==> config.mk <==
export PLATFORM = sky130hd
export DESIGN_NAME = tcb_lite_lib_dly
export DESIGN_NICKNAME = d
export VERILOG_FILES = /design/src/rtl/tcb_lite_lib_dly.sv
export SDC_FILE = /design/constraint.sdc
export NUM_CORES = 1
export LEC_CHECK = 0
export CAP_MARGIN = 20
export CORE_MARGIN = 1
export CORE_UTILIZATION = 31
export DETAILED_ROUTE_END_ITERATION = 12
export PLACE_DENSITY_LB_ADDON = 0.15
export SYNTH_ARGS = -nofsm -noshare
export SYNTH_HDL_FRONTEND = slang
export SYNTH_SLANG_ARGS = --single-unit
==> constraint.sdc <==
create_clock -name clk -period 1.34 [get_ports clk]
set_clock_uncertainty 0.05 [all_clocks]
set_input_delay 0.268 -clock clk [delete_from_list [all_inputs] [get_ports clk]]
set_output_delay 0.268 -clock clk [all_outputs]
set_load 0.01 [all_outputs]
==> src/rtl/tcb_lite_lib_dly.sv <==
// TCB-Lite response-delay converter: retimes a DLY_SUB subordinate response to DLY_MAN on the manager side.
// Optional macro TCB_LITE_LIB_DLY_HLD_EN: response stages load only on a transfer marker, so man_rsp holds.
module tcb_lite_lib_dly #(
  parameter  int unsigned DLY_MAN = 2,
  parameter  int unsigned DLY_SUB = 0,
  parameter  int unsigned CTL     = 1,
  parameter  int unsigned ADR     = 32,
  parameter  int unsigned DAT     = 32,
  parameter  int unsigned STS     = 1,
  localparam int unsigned BYT     = DAT / 8,
  localparam int unsigned SIZ     = $clog2($clog2(BYT) + 1),
  localparam int unsigned REQ     = 4 + CTL + ADR + SIZ + BYT + DAT,
  localparam int unsigned RSP     = DAT + STS + 1,
  localparam int unsigned CNW     = $clog2(DLY_MAN + 2)
) (
  input  logic           clk,
  input  logic           rst,
  input  logic           man_vld,
  output logic           man_rdy,
  input  logic [REQ-1:0] man_req,
  output logic [RSP-1:0] man_rsp,
  output logic           man_rsp_vld,
  output logic           sub_vld,
  input  logic           sub_rdy,
  output logic [REQ-1:0] sub_req,
  input  logic [RSP-1:0] sub_rsp,
  output logic [CNW-1:0] cnt
);

  localparam int unsigned DIF = (DLY_SUB > DLY_MAN) ? 0 : DLY_MAN - DLY_SUB;

  if (DLY_SUB > DLY_MAN) begin : g_err_dly
    $error("tcb_lite_lib_dly: DLY_SUB (%0d) exceeds DLY_MAN (%0d)", DLY_SUB, DLY_MAN);
  end
  if ((DAT < 8) || ((DAT & (DAT - 1)) != 0)) begin : g_err_dat
    $error("tcb_lite_lib_dly: DAT (%0d) must be a power of 2 and >= 8", DAT);
  end

  logic               trn;
  logic [DLY_MAN:0]   mrk;

  // request side is a pure pass-through
  assign sub_vld = man_vld;
  assign sub_req = man_req;
  assign man_rdy = sub_rdy;
  assign trn     = man_vld & sub_rdy;

  // transfer-marker delay line, mrk[k] flags a transfer made k cycles ago
  if (DLY_MAN > 0) begin : g_mrk
    logic [DLY_MAN:1] mrk_q;
    logic [DLY_MAN:1] mrk_d;

    always_comb begin
      mrk_d = mrk[DLY_MAN-1:0];
    end

    always_ff @(posedge clk) begin
      if (rst) mrk_q <= '0;
      else     mrk_q <= mrk_d;
    end

    assign mrk = {mrk_q, trn};
  end else begin : g_mrk_wire
    assign mrk = trn;
  end

  assign man_rsp_vld = mrk[DLY_MAN];

  // response pipe aligned with the markers from stage DLY_SUB onward
  if (DIF > 0) begin : g_rsp
    logic [DIF:1][RSP-1:0] rsp_q;
    logic [DIF:1][RSP-1:0] rsp_d;
    logic [DIF:0][RSP-1:0] rsp_in;

    assign rsp_in = {rsp_q, sub_rsp};

    always_comb begin
      rsp_d = rsp_q;
      for (int unsigned i = 1; i <= DIF; i++) begin
`ifdef TCB_LITE_LIB_DLY_HLD_EN
        if (mrk[DLY_SUB+i-1]) rsp_d[i] = rsp_in[i-1];
`else
        rsp_d[i] = rsp_in[i-1];
`endif
      end
    end

    always_ff @(posedge clk) begin
      if (rst) rsp_q <= '0;
      else     rsp_q <= rsp_d;
    end

    assign man_rsp = rsp_q[DIF];
  end else begin : g_rsp_wire
    assign man_rsp = sub_rsp;
  end

  // in-flight transfer counter
  logic [CNW-1:0] cnt_q;
  logic [CNW-1:0] cnt_d;

  always_comb begin
    cnt_d = cnt_q;
    case ({trn, mrk[DLY_MAN]})
      2'b10:   cnt_d = cnt_q + CNW'(1);
      2'b01:   cnt_d = cnt_q - CNW'(1);
      default: cnt_d = cnt_q;
    endcase
  end

  always_ff @(posedge clk) begin
    if (rst) cnt_q <= '0;
    else     cnt_q <= cnt_d;
  end

  assign cnt = cnt_q;

  cnt_bound_a : assert property (@(posedge clk) disable iff (rst) cnt_q <= CNW'(DLY_MAN + 1));

endmodule
* Yosys cells after proc, flatten, opt, wreduce, memory -nomap -nowiden
Cells that the tools add are included.
Word-level totals: input bits 113, register bits after elaboration 72, logic and storage cells 11, output and inout port bits 114
Operators by class: reduce and logical (&&, ||, !) cells 1, bitwise operators 1, equal/unequal tests 2, multiplexer cells 1, $add $sub $neg 2
Operators with widths (count):
- case mux 2 bit (2 select lines) | 1
- adder 2 x 1 -> 2 bit, second input constant | 1
- == test 2 x 1 -> 1 bit, second input constant | 1
- == test 2 bit, second input constant | 1
- nonzero test 2 bit | 1
- subtractor 2 x 1 -> 2 bit, second input constant | 1
- AND 1 bit | 1

* Depth between registers and ports, before layout
Gate-level depths: netlist (run 1).
word-level depth 3, mapped depth 5

* Worst setup path before layout (run 1)
OpenSTA, ideal clock, no wires.
path kind register to register, from register g_mrk.mrk_q[2] in the netlist's numbering, to register cnt_q[1] (netlist: cnt[1]), buffers on the path 0, path slack 0.097 ns, data arrival time 1.127 ns, period minus slack after synthesis 1.243 ns, library setup time 0.066 ns, cell stages (with the launch flop) 4, cell sequence dfxtp_1 -> ha_1 -> or3_1 -> a21oi_2
On the way: word-level cells in the longest chain between the ends 2, elaborated cells on any way between the ends 4, those cells by class eq/ne: 2; mux: 1; reduce/logical: 1
RTL lines:
- start, declared | line 50 | logic [DLY_MAN:1] mrk_q;
- start signal, assigned | line 59 | else mrk_q <= mrk_d;
- == test 2 x 1 -> 1 bit or == test 2 bit (tied branches) | line 104 | case ({trn, mrk[DLY_MAN]})
- case mux 2 bit (2 select lines) or nonzero test 2 bit (tied branches)
- end signal, assigned | line 113 | else cnt_q <= cnt_d;
- end, declared | line 99 | logic [CNW-1:0] cnt_q;
Parallel ways exist; a longest one is shown, timed or not. A chain may end at the register's enable or synchronous reset.

* Final worst setup path (run 1)
from register cnt_q[1] (netlist: cnt[1]), to output port cnt[1]
RTL lines:
- end, declared | line 27 | output logic [CNW-1:0] cnt
No word-level cell between the ends.

==> results of run 1 <==
[final timing paths]
check,end
max,cnt[1]
min,g_mrk.mrk_q[1]$_SDFF_PP0_
max reg2reg,cnt[1]$_SDFFE_PP0P_
min reg2reg,man_rsp[23]$_SDFF_PP0_
[cells by family after synthesis]
kind of cell / Yosys count
flops: 72
compound gates: 2
fa+ha+maj: 1
simple gates: 73
xor+xnor: 2
buf+inv: 85
[synth_stat cells, drive strengths merged]
library cell	number	area share [%]
buf	83	24
dfxtp	72	56
nor2b	69	17
clkbuf	2	0.34
nor2	2	0.29
a21oi	1	0.34
ha	1	0.49
nand2	1	0.15
o21ai	1	0.20
or3	1	0.25
xnor2	1	0.34
xor2	1	0.34
[registers in the layout, indices dropped and copies added, names as in the netlist]
register	flops
man_rsp	34
g_mrk.mrk_q	2
cnt	2
g_rsp.rsp_d	34
[cell type report]
cell class | count | area share, %
Timing Repair Buffer | 79 | 24.5
Clock inverter | 6 | 3.06
Multi-Input combinational cell | 78 | 16.3
Clock buffer | 10 | 4.22
Tap cell | 102 | 4.22
Sequential cell | 72 | 47.7
[routing by layer]
layer  track usage, %  up-vias
li1                 -      640
met5                0        -
met3             11.2       16
met4             5.00        0
met2             18.0      113
met1             10.8      590
[repair_timing]
action,in CTS,in global routing
hold endpoints to repair,0,0
buffers inserted,0,0
setup endpoints to repair,40,0
gates resized for setup,41,0
[power breakdown]
| group | switching, mW | internal, mW | total, mW |
|---|---|---|---|
| clock network | 0.810 | 1.06 | 1.87 |
| logic | 0.119 | 0.204 | 0.323 |
| registers | 0.0201 | 2.24 | 2.26 |
[tightest hold or removal path: stages]
cell	delay, ps
dlygate4sd2_1	200
nand2_1	70
nor2_1	80
[through the flow]
stage	area, um^2	utilization, %	TNS (ps)
2_1_floorplan	2550	-	0
3_3_place_gp	2850	36.4	-1170
3_5_place_dp	2850	36.4	-1210
4_1_cts	3020	38.5	0
5_1_grt	3020	38.5	0
6_report	3020	38.5	0
==> metrics.csv, run 1 <==
metric,value,unit
place_inst,331,
yosysUniqueCellTypes,14,
grt_pass1_wl,7160,um
syn_nets,349,
max_stage_delay,350,ps
synthMuxAreaShare,0,%
hold_depth,3,
pre_cts_slack,-390,ps
status,"complete, no violations",
min_from,man_vld,
clockRootBuffer,clkbuf_8,
drc,0,
maxCapViolations,0,
rsz0062_at_grt,no,
synth_top_family_by_area,buffers and inverters,
fin_ws,64.2,ps
antenna_left,0,
area_delta_synth_final,18.4,%
wl_met2,2380,um
synth-adder-area-share,0.490,%
tightest_slew,301,ps
synthXorXnorAreaFrac,0.687,%
syn_area,2550,um^2
globalplace.congestion,0.690,
clockBufferDepth,2,
grt_pass1_vias,1228,
synth_compound_area_share,0.539,%
clk_latency,330,ps
timing.rr.start,g_mrk.mrk_q[2]$_SDFF_PP0_,
grt-ovfl-total,0,
routedWlPerCell,14.6,um
fin_nets,354,
slew_headroom,79.9,%
crit_path_end_kind,primary output,
grt_max_degree,73,
synth-seq-cells,72,
r2r_slack,120,ps
drive_above_1_share,8.16,%
r2r_cells,3,
fillCellCount,820,
numCtsBuffers,9,
drt_pass1_iterations,3,
viasPerCell,3.92,
first_iter_violations,48,
ir_worst_vdd,0.000506,V
path_class,reg -> out,
fmax,784,MHz
track_usage,11.8,%
avgSynthCellArea,10.9,um^2
power_density,1470,nW/um^2
hold_path.class,in -> reg,
required,1020,ps
ys_seq_area_share,56.5,%
ioPinCount,227,
path_cells,dlygate4sd2_1,
syn_inst,235,
p_leak,1.33,nW
yosys.area_share.simple,17.6,%
dieWidth,92.7,um
fin_cells,347,
final_cell_mix,"dfxtp_1, nor2b_1, dlygate4sd2_1",
multi_input_area,493,um^2
drt_wl_total,5050,um
critical-path-slowest-cell,dfxtp_1,
cpLargestDelayFamily,flip-flops,
vias,1359,
power,4.45,mW
wl_met1,1710,um
h-tree-depth,3,
path_depth,1,
arrival,960,ps
antenna_cells,0,
cts_sinks,72,
crit_path_start_kind,flop,
whs,274,ps
cts_tree,built,
ys_warn_count,0,
hold_buffers,0,
core_area,7850,um^2
final_common_cell,dfxtp_1,
setup_viol,0,
antenna_found_initial,0,
post-route-period-util,95.2,%
ff_latch_area,1440,um^2
maxUsedRoutingLayer,met4,
period_minus_slack,1280,ps
critPathLaunch,cnt[1]$_SDFFE_PP0P_,
timing_hold_violations_final,0,
clkSlewWorstSetupHoldPaths,70,ps
maxSlewViolCount,0,
dieArea,8600,um^2
crit_buf_inv,1,
worstPathMaxFanout,3,
portBuffers,76,
dr_wl_met3,872,um
rows,32,
start_util,32.5,%
die_h,92.7,um
Note: power is estimated with default switching activity, not from simulation.
==> run 2, diff against run 1 <==
CAP_MARGIN = 15   (was 20)
==> results of run 2 <==
No change in the layout: final DEF, timing and power equal those of run 1.
